`config.mk`:
```
export PLATFORM = sky130hd
export DESIGN_NAME = inst_fetch_ctrl
export DESIGN_NICKNAME = d
export VERILOG_FILES = /design/src/rtl/inst_fetch_ctrl.sv
export SDC_FILE = /design/constraint.sdc
export NUM_CORES = 1
export LEC_CHECK = 0
export CORE_MARGIN = 3
export CORE_UTILIZATION = 55
export DETAILED_ROUTE_END_ITERATION = 7
export DONT_BUFFER_PORTS = 1
export PLACE_DENSITY = 0.82
export SETUP_SLACK_MARGIN = 0.1
export SYNTH_ARGS = -nofsm -noshare
export SYNTH_HDL_FRONTEND = slang
export SYNTH_SLANG_ARGS = --single-unit
```
`constraint.sdc`:
```
create_clock -name clock -period 2.97 [get_ports clock]
set_input_delay 0.594 -clock clock [delete_from_list [all_inputs] [get_ports clock]]
set_output_delay 0.594 -clock clock [all_outputs]
set_load 0.1 [all_outputs]
```
`src/rtl/inst_fetch_ctrl.sv`:
```
// Instruction fetch sequencer: owns the PC, drives inst_rom, buffers fetched words in a
// 2-entry queue for decode. Optional out-of-range fetch check via `IFETCH_BOUND_CHECK_EN.
module inst_fetch_ctrl #(
    parameter int unsigned ADDR_WIDTH   = 8,
    parameter logic [31:0] RESET_VECTOR = 32'h0000_0000
) (
    input  logic        clock,
    input  logic        reset,
    output logic [31:0] rom_addr,
    input  logic [31:0] rom_data,
    output logic        inst_valid,
    input  logic        inst_ready,
    output logic [31:0] inst_data,
    output logic [31:0] inst_pc,
    input  logic        redirect_valid,
    input  logic [31:0] redirect_pc,
    input  logic        halt_req,
    output logic        halted,
    output logic        fetch_fault
);

    if (ADDR_WIDTH < 1 || ADDR_WIDTH > 29 || RESET_VECTOR[1:0] != 2'b00) begin : g_bad_params
        $error("inst_fetch_ctrl: ADDR_WIDTH out of range or RESET_VECTOR unaligned");
    end

    logic [31:0] pc_q, pc_d;
    logic [31:0] head_inst_q, head_inst_d, head_pc_q, head_pc_d;
    logic [31:0] tail_inst_q, tail_inst_d, tail_pc_q, tail_pc_d;
    logic [1:0]  count_q, count_d;
    logic        pop, can_fetch, oob, push;

    assign rom_addr   = reset ? RESET_VECTOR : pc_q;
    assign inst_valid = (count_q != 2'd0);
    assign inst_data  = head_inst_q;
    assign inst_pc    = head_pc_q;
    assign halted     = halt_req & (count_q == 2'd0) & ~reset;

`ifdef IFETCH_BOUND_CHECK_EN
    logic fault_q;

    assign oob         = |(pc_q >> (ADDR_WIDTH + 2));
    assign fetch_fault = fault_q;

    always_ff @(posedge clock) begin
        if (reset || redirect_valid) begin
            fault_q <= 1'b0;
        end else if (can_fetch && oob) begin
            fault_q <= 1'b1;
        end
    end
`else
    assign oob         = 1'b0;
    assign fetch_fault = 1'b0;
`endif

    // Redirect suppresses the pop so the head shown that cycle is flushed, not consumed.
    assign pop       = inst_valid & inst_ready & ~redirect_valid;
    assign can_fetch = ~redirect_valid & ~halt_req & ((count_q != 2'd2) | pop);
    assign push      = can_fetch & ~oob;

    always_comb begin
        pc_d        = pc_q;
        head_inst_d = head_inst_q;
        head_pc_d   = head_pc_q;
        tail_inst_d = tail_inst_q;
        tail_pc_d   = tail_pc_q;
        count_d     = count_q;
        if (redirect_valid) begin
            count_d = 2'd0;
            pc_d    = redirect_pc & ~32'h3;
        end else begin
            if (push) begin
                pc_d = pc_q + 32'd4;
            end
            case ({push, pop})
                2'b01: begin
                    if (count_q == 2'd2) begin
                        head_inst_d = tail_inst_q;
                        head_pc_d   = tail_pc_q;
                    end
                    count_d = count_q - 2'd1;
                end
                2'b10: begin
                    if (count_q == 2'd0) begin
                        head_inst_d = rom_data;
                        head_pc_d   = pc_q;
                    end else begin
                        tail_inst_d = rom_data;
                        tail_pc_d   = pc_q;
                    end
                    count_d = count_q + 2'd1;
                end
                2'b11: begin
                    if (count_q == 2'd1) begin
                        head_inst_d = rom_data;
                        head_pc_d   = pc_q;
                    end else begin
                        head_inst_d = tail_inst_q;
                        head_pc_d   = tail_pc_q;
                        tail_inst_d = rom_data;
                        tail_pc_d   = pc_q;
                    end
                end
                default: ;
            endcase
        end
    end

    always_ff @(posedge clock) begin
        if (reset) begin
            pc_q        <= RESET_VECTOR;
            head_inst_q <= '0;
            head_pc_q   <= '0;
            tail_inst_q <= '0;
            tail_pc_q   <= '0;
            count_q     <= '0;
        end else begin
            pc_q        <= pc_d;
            head_inst_q <= head_inst_d;
            head_pc_q   <= head_pc_d;
            tail_inst_q <= tail_inst_d;
            tail_pc_q   <= tail_pc_d;
            count_q     <= count_d;
        end
    end

endmodule

```
==> qor.log, run 1 <==
[finish] antenna diode count 0
[sta] endpoints failing hold 0
[placed_design] gpl congestion 0.7929
[synthesis] share of the synthesized area in compound gates (AO/OA/AOI/OAI) 0.2166
[clock_network] number of clock sinks 156
[drt] mean routed wirelength per cell 17.14 um
[synthesis] post-synthesis instance area 7497 um2
[sta] highest achievable clock rate 0.3928 GHz
[drt] count of antenna-violating nets left after detailed routing 0
[synthesis] count of state elements after synthesis 156
[finish] non-filler cells in the finished layout 1041
[drt] met2 routed WL 8462 um
[power_and_ir_drop] Worst VDD drop 0.4096 mV
[synthesis] flip-flop cell with the highest count after synthesis dfxtp_1
[placed_design] pre-CTS setup slack 0.3937 ns
[hold_path] type of the tightest min-delay check in2reg
[power_and_ir_drop] power density over the cells 658.3 nW/um2
[sta] endpoints failing setup 0
[power_and_ir_drop] Overall Power 5487 uW
[drt] Via Count 6071
[clock_network] H-tree lvl count 4
[worst_setup_path] Reg2Reg Depth 8
[finish] synthesis-to-layout area growth 11.16%
[drt] total wire length 17840 um
[worst_setup_path] Crit Reg-Reg Startpoint count_q[0]
[synthesis] Syn Area/Cell 8.647 um2
[placed_design] total half-perimeter wirelength after legalization and detailed placement 11560 um
[worst_setup_path] endpoint of the worst-slack reg-to-reg timing path inst_pc[9]
[synthesis] main combinational cell family by area after synthesis compound AO/OA/AOI/OAI gates
[clock_network] total setup buffers inserted after CTS 0
[synthesis] count of flip-flops with a built-in enable after synthesis 0
[sta] setup ws final 0.4242 ns
[run] max cap viols 0
[power_and_ir_drop] Leakage Power 0.002739 uW
[clock_network] Clk Tree Root Cell clkbuf_16
[drt] count of TritonRoute iterations in the first routing pass 4
[finish] ratio of cells with drive above 1 in the final layout 0.2069
[finish] number of nets in the layout 926
[clock_network] clock slew at reported path FFs 0.06 ns
[sta] max_slew headroom 0.3271
[drt] routed via count divided by cell count 5.832
[sta] RSZ-0062 raised after global routing false
[sta] actual transition at the worst max-transition pin 1.008 ns
[floorplan] effective utilization at floorplan 0.5639
[synthesis] share of the yosys chip area belonging to registers 0.4166
[synthesis] number of cells produced by synthesis 867
[synthesis] multiplexer share of the synthesized area 0.08995
[global_route] global-route total usage across every layer 0.2357
[synthesis] Synth warnings 0
[worst_setup_path] required time of the critical path 3.26 ns
[clock_network] count of hold buffers inserted by post-cts repair 0
[global_route] pin count of the biggest net entering global routing 189
[synthesis] xor and xnor fraction of the mapped netlist area 0.005841
[floorplan] overall die height 122.8 um
[clock_network] TritonCTS clock tree built
[sta] fraction of the cycle the final worst path needs 0.8572
[synthesis] simple-gate share of the synthesized area 0.1971
[clock_network] Resize count post-CTS 0
[sta] clock period minus worst slack 2.546 ns
[sta] worst clock skew 0.007774 ns
[finish] Util after Layout 0.6269
[drt] wire length on met1 7426 um
[worst_setup_path] crit path from count_q[0]
[synthesis] proportion of synthesized flip-flops having asynchronous set or reset 0
[worst_setup_path] CP Capture Point inst_pc[9]
[clock_network] clock insertion delay at the later pin of the skew report 0.42 ns
[clock_network] buffer depth of the longest clock path 2
[drt] highest metal layer with signal wires met4
[drt] detailed route wirelength on metal3 1500 um
[placed_design] number of placed instances with taps included 1010
[synthesis] fraction of the mapped netlist area in adder cells 0.006676
[worst_setup_path] reg2reg setup slack 0.42 ns
[worst_setup_path] Arrival @ worst endpoint 2.83 ns
[global_route] wire length of the first global-routing pass 28500 um
[worst_setup_path] Setup CP Type reg2reg
[sta] setup_tns 0 ns
[synthesis] unique cell type count in the Yosys netlist 53
[worst_setup_path] endpoint type of the worst setup path register
[status] status completed
[drt] initial drt markers 377
[worst_setup_path] Crit Path Max Fanout 35
[worst_setup_path] startpoint type of the worst setup path register
[finish] fill count 1107
[floorplan] total core area 13300 um2
[placed_design] Port Buffers 0
[global_route] grt total ovfl 0
[floorplan] die width 122.8 um
[floorplan] I/O pin cnt 168
[global_route] number of global-route vias before repair 5762
[drt] final routed DRC violation total 0
[floorplan] number of rows created at floorplan 42
[floorplan] area enclosed by the die boundary 15070 um2
[sta] fin. max-slew vios 0
[clock_network] Inserted Clock Buffers 17
[global_route] antenna violations before repair 0
[synthesized netlist by cell type, types with 3 or more instances]
master	n	area share
dfxtp_1	156	0.42
a31oi_1	9	0.0075
nor3_1	9	0.0060
mux2i_1	64	0.085
nor4_1	6	0.0050
a211oi_2	61	0.10
o221ai_1	3	0.0035
mux2_2	3	0.0045
and3_1	4	0.0033
a211oi_1	3	0.0030
inv_1	12	0.0060
clkbuf_1	52	0.026
buf_2	15	0.010
o311ai_0	5	0.0058
xor2_1	3	0.0035
buf_4	6	0.0060
o21ai_0	10	0.0067
nor2b_1	25	0.021
nand4_1	13	0.011
nand2_1	160	0.080
or4_1	4	0.0040
a21oi_1	92	0.061
nor2_1	87	0.044
and4_1	3	0.0035
or3_1	3	0.0025
o31a_1	3	0.0035
nand3_1	12	0.0080
buf_12	6	0.016
and2_1	3	0.0025
a32oi_1	3	0.0035
ha_1	4	0.0067
[cell type report]
type	count	area (um2)	share of cell area
clock inverters	11	93.84	0.01126
flip-flops and latches	156	3123	0.3747
clock buffers	20	456.7	0.05480
well taps	176	220.2	0.02642
repair buffers	45	412.9	0.04954
multi-input cells	621	3983	0.4779
inverters	12	45.04	0.005405
[registers in the layout (all words and copies together) (netlist names)]
signal       flops
pc_q            30
inst_data       32
count_q          2
inst_pc         30
tail_inst_q     32
tail_pc_q       30
[stage by stage]
| step | instance area [um2] | hold WS (ns) |
|---|---|---|
| 6_report | 8334 | 0.2447 |
| 2_1_floorplan | 7562 | 0.4357 |
| 4_1_cts | 8334 | 0.2298 |
| 5_1_grt | 8334 | 0.2224 |
| 3_5_place_dp | 7784 | 0.4403 |
| 3_3_place_gp | 7784 | 0.4355 |
[how the worst min path moves through the flow]
stage	start	cells past startpoint	to
global route	reset	1	inst_pc[20]
detailed placement	tail_pc_q[29]	2	tail_pc_q[29]
finish	reset	1	inst_pc[23]
global placement	tail_pc_q[20]	2	tail_pc_q[20]
floorplan	tail_inst_q[0]	2	tail_inst_q[0]
CTS	reset	1	inst_pc[22]
[cells in the final DEF (no fill, tap or decap), drive strengths merged, types with 5 or more instances in the layout]
cell,instances
nand2,160
nor3,9
a31oi,9
nand3,12
clkinv,5
clkbuf,20
a21oi,92
buf,45
conb,5
dfxtp,156
inv,13
nand4,13
nor4,7
o311ai,5
nor2,89
a211oi,64
nor2b,25
o21ai,10
mux2i,64
[power breakdown]
group | leakage (uW) | switching (uW) | internal [uW] | total [uW]
sequential | 0.00127 | 589 | 2200 | 2790
combinational | 0.00120 | 437 | 227 | 664
clock | 0.000264 | 845 | 1190 | 2030
total | 0.00274 | 1870 | 3620 | 5490
[routing by layer]
layer,GRT usage,vias to the layer above
met4,0.1008,0
met5,0,-
met2,0.3826,199
met3,0.07235,35
met1,0.2891,2851
li1,-,2986
[cells by family after synthesis]
group / after synthesis
and+or+nand+nor: 334
AOI/OAI and AO/OA: 206
DFF: 156
buffers and inverters: 94
muxes: 67
xor gates and xnor gates: 5
adders and majority gates: 4
other: 1
[worst max-delay path: stages (launching register included)]
cell and delay [ns]:
dfxtp_1 0.33, inv_1 0.08, ha_1 0.30, nand2b_1 0.32
a211o_4 0.52, nor2_8 0.18, buf_12 0.28, mux2i_1 0.30
a211oi_2 0.10
(Power assumes the default switching activity.)
==> inputs of run 2 (changes only) <==
--- a/config.mk
+++ b/config.mk
@@ -7,6 +7,7 @@
 export LEC_CHECK = 0
 export CORE_MARGIN = 3
 export CORE_UTILIZATION = 55
+export CTS_BUF_LIST = sky130_fd_sc_hd__clkbuf_8
 export DETAILED_ROUTE_END_ITERATION = 7
 export DONT_BUFFER_PORTS = 1
 export PLACE_DENSITY = 0.82
==> run 2 against run 1 <==
  * Sequential share of layout area increased by 0.88 points
  * Hold slack lost 0.037 ns
  * Core utilization is 1.4 points lower
  * Cell area is 2.3% lower
  * Combinational power about the same
  * Final cell count did not move
  * Critical path type unchanged
==> qor.log, run 2 (synthesis gave the netlist of run 1 again) <==
[clock_network] Inserted Clock Buffers 17
[power_and_ir_drop] Worst VDD drop 0.2848 mV
[placed_design] number of placed instances with taps included 1010
[hold_path] Min-Delay Path Depth 1
[sta] max_slew headroom 0.3251
[global_route] antenna violations before repair 0
[clock_network] total setup buffers inserted after CTS 0
[floorplan] die width 122.8 um
[finish] Util after Layout 0.6125
[sta] endpoints failing hold 0
[global_route] global-route total usage across every layer 0.2331
[power_and_ir_drop] Leakage Power 0.002655 uW
[floorplan] total core area 13300 um2
[drt] total wire length 17710 um
[global_route] pin count of the biggest net entering global routing 189
[global_route] wire length of the first global-routing pass 28170 um
[worst_setup_path] reg2reg setup slack 0.40 ns
[finish] antenna diode count 0
[clock_network] count of hold buffers inserted by post-cts repair 0
[placed_design] Port Buffers 0
[clock_network] Clk Tree Root Cell clkbuf_8
[finish] non-filler cells in the finished layout 1041
[worst_setup_path] endpoint type of the worst setup path register
[worst_setup_path] required time of the critical path 3.30 ns
[finish] area used by sequential logic in the layout 3123 um2
[finish] most used cells in the layout excluding fill and tap cells nand2_1, dfxtp_1, a21oi_1
[sta] RSZ-0062 raised after global routing false
[sta] clock period minus worst slack 2.570 ns
[floorplan] overall die height 122.8 um
[worst_setup_path] Arrival @ worst endpoint 2.90 ns
[hold_path] startpoint of the most critical hold path reset
[placed_design] total half-perimeter wirelength after legalization and detailed placement 11560 um
[worst_setup_path] Crit Path Max Fanout 35
[clock_network] TritonCTS clock tree built
[drt] initial drt markers 405
[floorplan] effective utilization at floorplan 0.5639
[hold_path] type of the tightest min-delay check in2reg
[drt] final routed DRC violation total 0
[placed_design] gpl congestion 0.7929
[finish] fill count 1118
[drt] count of TritonRoute iterations in the first routing pass 4
[drt] Via Count 6062
[finish] area of combinational cells with multiple inputs 3983 um2
[worst_setup_path] startpoint type of the worst setup path register
[power_and_ir_drop] power density over the cells 603.8 nW/um2
[drt] mean routed wirelength per cell 17.01 um
[clock_network] clock slew at reported path FFs 0.09 ns
[global_route] grt total ovfl 0
[clock_network] clock insertion delay at the later pin of the skew report 0.45 ns
[clock_network] buffer depth of the longest clock path 2
[clock_network] number of clock sinks 156
[sta] fraction of the cycle the final worst path needs 0.8652
[clock_network] Resize count post-CTS 0
[worst_setup_path] Setup CP Type reg2reg
[run] max cap viols 0
[floorplan] area enclosed by the die boundary 15070 um2
[sta] worst clock skew 0.01625 ns
[hold_path] Worst Hold Path EP inst_pc[22]
[floorplan] number of rows created at floorplan 42
[worst_setup_path] endpoint of the worst-slack reg-to-reg timing path inst_pc[9]
[finish] most frequent standard cell in the layout excluding fill and tap cells nand2_1
[finish] ratio of cells with drive above 1 in the final layout 0.2069
[sta] fin. max-slew vios 0
[drt] count of antenna-violating nets left after detailed routing 0
[status] status completed
[sta] endpoints failing setup 0
[sta] highest achievable clock rate 0.3892 GHz
[finish] number of nets in the layout 926
[sta] actual transition at the worst max-transition pin 1.011 ns
[worst_setup_path] Crit Reg-Reg Startpoint count_q[0]
[global_route] number of global-route vias before repair 5741
[floorplan] I/O pin cnt 168
[finish] synthesis-to-layout area growth 8.611%
[worst_setup_path] Reg2Reg Depth 8
[clock_network] H-tree lvl count 4
[drt] routed via count divided by cell count 5.823
run 2: changes by cell type in the layout (fill, tap and decap cells not counted), sizes merged:
cell    change
clkbuf      -1
inv         +1
run 2: per-layer routing:
metal	share of wire	wire length [um]	track usage	vias to the layer above
met2	0.48	8460	0.3803	196
li1	-	-	-	2976
met3	0.084	1492	0.07051	34
met4	0.024	421	0.1050	0
met5	0	0	0	-
met1	0.41	7336	0.2826	2856
run 2: worst max-delay path by stage:
stage,slack (ns),start,cells past startpoint,end
3_3_place_gp,0.49,count_q[0],8,inst_pc[9]
5_1_grt,0.23,count_q[0],8,inst_pc[9]
4_1_cts,0.38,count_q[0],8,inst_pc[9]
2_1_floorplan,-0.05,reset,4,rom_addr[10]
3_5_place_dp,0.39,count_q[0],8,inst_pc[9]
6_report,0.40,count_q[0],8,inst_pc[9]
run 2: worst max-delay path, cell delays in order, from the launching register on:
cell and delay (ns):
dfxtp_1 0.34, inv_1 0.08, ha_1 0.30, nand2b_1 0.32, a211o_4 0.52, nor2_8 0.18
buf_12 0.28, mux2i_1 0.30, a211oi_2 0.10
run 2: area by class of cell:
type                       count  share of cell area
tap                          176             0.02704
sequential                   156              0.3835
timing repair buffer          45             0.05071
clock buffer                  19             0.03211
inverter                      12            0.005532
clock inverter                12             0.01199
multi-input combinational    621              0.4891
run 2: power by group:
group	switching [uW]	total, uW	internal (uW)
Combinational	437	664	227
Clock	773	1460	692
Sequential	589	2790	2200
Total	1800	4920	3120
run 2: metrics by stage:
step | setup TNS (ns) | hold WS (ns) | worst slack [ns] | total power [uW] | instance area [um2]
3_5_place_dp | 0 | 0.4403 | 0.3937 | 3505 | 7784
3_3_place_gp | 0 | 0.4355 | 0.4920 | 3485 | 7784
5_1_grt | 0 | 0.1804 | 0.2276 | 5118 | 8143
2_1_floorplan | -0.2921 | 0.4357 | -0.04869 | 3437 | 7562
6_report | 0 | 0.2074 | 0.4004 | 4916 | 8143
4_1_cts | 0 | 0.1776 | 0.3778 | 4964 | 8143
==> inputs of run 3 (changes only) <==
==> constraint.sdc (replaced) <==
create_clock -name clock -period 2.8 [get_ports clock]
set_input_delay 0.56 -clock clock [delete_from_list [all_inputs] [get_ports clock]]
set_output_delay 0.56 -clock clock [all_outputs]
set_load 0.1 [all_outputs]
==> run 3 against run 2 <==
  * Total power rose by 9.6%
  * Clock power up 18%
  * Clock-buffer cell count increased by 1
  * Register-to-register slack got worse by 0.12 ns
  * Sequential share of layout area down 0.50 points
  * Hold slack worse by 0.013 ns
  * Sequential power rose by 5%
  * First-iteration DRC count up 16%
  * Final cell count grew 0.77%
  * Flip-flop and latch count unchanged
  * Cell area is 1.3% higher
  * Combinational power is 10% higher
  * Critical path type unchanged
  * Largest cell class unchanged
==> qor.log, run 3 (synthesis gave the netlist of run 1 again) <==
[status] status completed
[worst_setup_path] startpoint type of the worst setup path register
[worst_setup_path] Arrival @ worst endpoint 2.88 ns
[clock_network] total setup buffers inserted after CTS 0
[global_route] wire length of the first global-routing pass 27920 um
[placed_design] total half-perimeter wirelength after legalization and detailed placement 11630 um
[floorplan] I/O pin cnt 168
[floorplan] effective utilization at floorplan 0.5639
[power_and_ir_drop] Overall Power 5389 uW
[sta] setup_tns 0 ns
[finish] area used by sequential logic in the layout 3123 um2
[clock_network] clock insertion delay at the later pin of the skew report 0.44 ns
[global_route] antenna violations before repair 0
[clock_network] count of hold buffers inserted by post-cts repair 0
[finish] antenna diode count 0
[worst_setup_path] crit path from count_q[0]
[power_and_ir_drop] Leakage Power 0.002726 uW
[drt] total wire length 17770 um
[worst_setup_path] list of cells traversed by the critical path inv_1 > ha_1 > nand2b_1 > a211o_4 > buf_4 > or4_1 > a31oi_1
[placed_design] gpl congestion 0.8273
[drt] final routed DRC violation total 0
[drt] routed via count divided by cell count 5.781
[finish] fill count 1152
[worst_setup_path] delay of the slowest critical-path stage 0.51 ns
[worst_setup_path] reg2reg setup slack 0.28 ns
[floorplan] die width 122.8 um
[hold_path] type of the tightest min-delay check in2reg
[finish] area of combinational cells with multiple inputs 3983 um2
[worst_setup_path] Crit-path slowest cell or4_1
[sta] endpoints failing hold 0
[sta] fin. max-slew vios 0
[sta] max_slew headroom 0.3260
[sta] highest achievable clock rate 0.3975 GHz
[clock_network] Resize count post-CTS 0
[finish] synthesis-to-layout area growth 10.05%
[drt] initial drt markers 470
[clock_network] Clk Tree Root Cell clkbuf_8
[floorplan] total core area 13300 um2
[worst_setup_path] required time of the critical path 3.16 ns
[finish] ratio of cells with drive above 1 in the final layout 0.2131
[floorplan] number of rows created at floorplan 42
[clock_network] buffer depth of the longest clock path 2
[sta] worst clock skew 0.01316 ns
[floorplan] area enclosed by the die boundary 15070 um2
[drt] count of antenna-violating nets left after detailed routing 0
[floorplan] overall die height 122.8 um
[sta] endpoints failing setup 0
[power_and_ir_drop] Worst VDD drop 0.3779 mV
[clock_network] H-tree lvl count 4
[power_and_ir_drop] power density over the cells 653.2 nW/um2
[worst_setup_path] Crit Path Max Fanout 13
[run] max cap viols 0
[drt] count of TritonRoute iterations in the first routing pass 5
[global_route] grt total ovfl 0
[clock_network] clock slew at reported path FFs 0.08 ns
[drt] Via Count 6064
[clock_network] number of clock sinks 156
[global_route] pin count of the biggest net entering global routing 189
[worst_setup_path] endpoint type of the worst setup path register
[finish] most frequent standard cell in the layout excluding fill and tap cells nand2_1
[finish] most used cells in the layout excluding fill and tap cells nand2_1, dfxtp_1, a21oi_1
[worst_setup_path] Crit Reg-Reg Startpoint count_q[0]
[placed_design] Port Buffers 0
[clock_network] TritonCTS clock tree built
[global_route] global-route total usage across every layer 0.2322
[clock_network] Inserted Clock Buffers 17
[hold_path] startpoint of the most critical hold path reset
[drt] mean routed wirelength per cell 16.94 um
[worst_setup_path] Setup CP Type reg2reg
[sta] clock period minus worst slack 2.516 ns
[sta] fraction of the cycle the final worst path needs 0.8985
[global_route] number of global-route vias before repair 5585
[sta] RSZ-0062 raised after global routing false
[finish] number of nets in the layout 937
[sta] actual transition at the worst max-transition pin 1.010 ns
run 3: changes by cell type in the layout (fill, tap and decap cells not counted):
cell / change
buf_4: +12
inv_1: +1
clkinvlp_4: -2
bufinv_16: +2
buf_12: -1
clkinv_2: -5
inv_6: -1
clkbuf_8: +1
clkinv_4: +1
run 3: layout make-up:
cell class              instances  share of cell area
clock buffers                  20             0.03336
repair buffers                 56             0.05854
multi-input cells             621              0.4827
clock inverters                 8             0.01471
flip-flops and latches        156              0.3785
inverters                      12            0.005460
well taps                     176             0.02669
run 3: through the flow:
step	cells	instance area (um2)	util	hold WS, ns	setup slack (ns)
after CTS	1049	8250	0.6206	0.1531	0.2704
after detailed placement	1021	7854	0.5907	0.4395	0.3216
after global placement	1021	7854	0.5907	0.4353	0.3640
final	1049	8250	0.6206	0.1949	0.2841
after global routing	1049	8250	0.6206	0.1460	0.1161
after floorplan	871	7562	-	0.4357	-0.1507
run 3: worst max-delay path: cells and delay by family, from the launching register on:
kind | cells | cell delay [ns]
and+or+nand+nor | 2 | 0.83
AOI/OAI and AO/OA | 2 | 0.67
buffers and inverters | 2 | 0.29
adders and majority gates | 1 | 0.29
DFF | 1 | 0.34
run 3: layer usage:
layer | wire (um) | share of wire | global-route usage
met1 | 7299 | 0.41 | 0.2846
met3 | 1693 | 0.095 | 0.08387
met2 | 8433 | 0.47 | 0.3727
met5 | 0 | 0 | 0
met4 | 347 | 0.020 | 0.08957
run 3: final timing paths:
kind / end / cells after the start
hold reg to reg: tail_inst_q[0] / 2
hold / removal: inst_pc[23] / 1
setup reg to reg: pc_q[24] / 7
setup / recovery: pc_q[24] / 7
run 3: report_power, final:
group | internal (uW) | switching [uW] | total, uW
combinational | 253 | 479 | 732
clock | 929 | 787 | 1720
sequential | 2330 | 609 | 2940
total | 3510 | 1870 | 5390
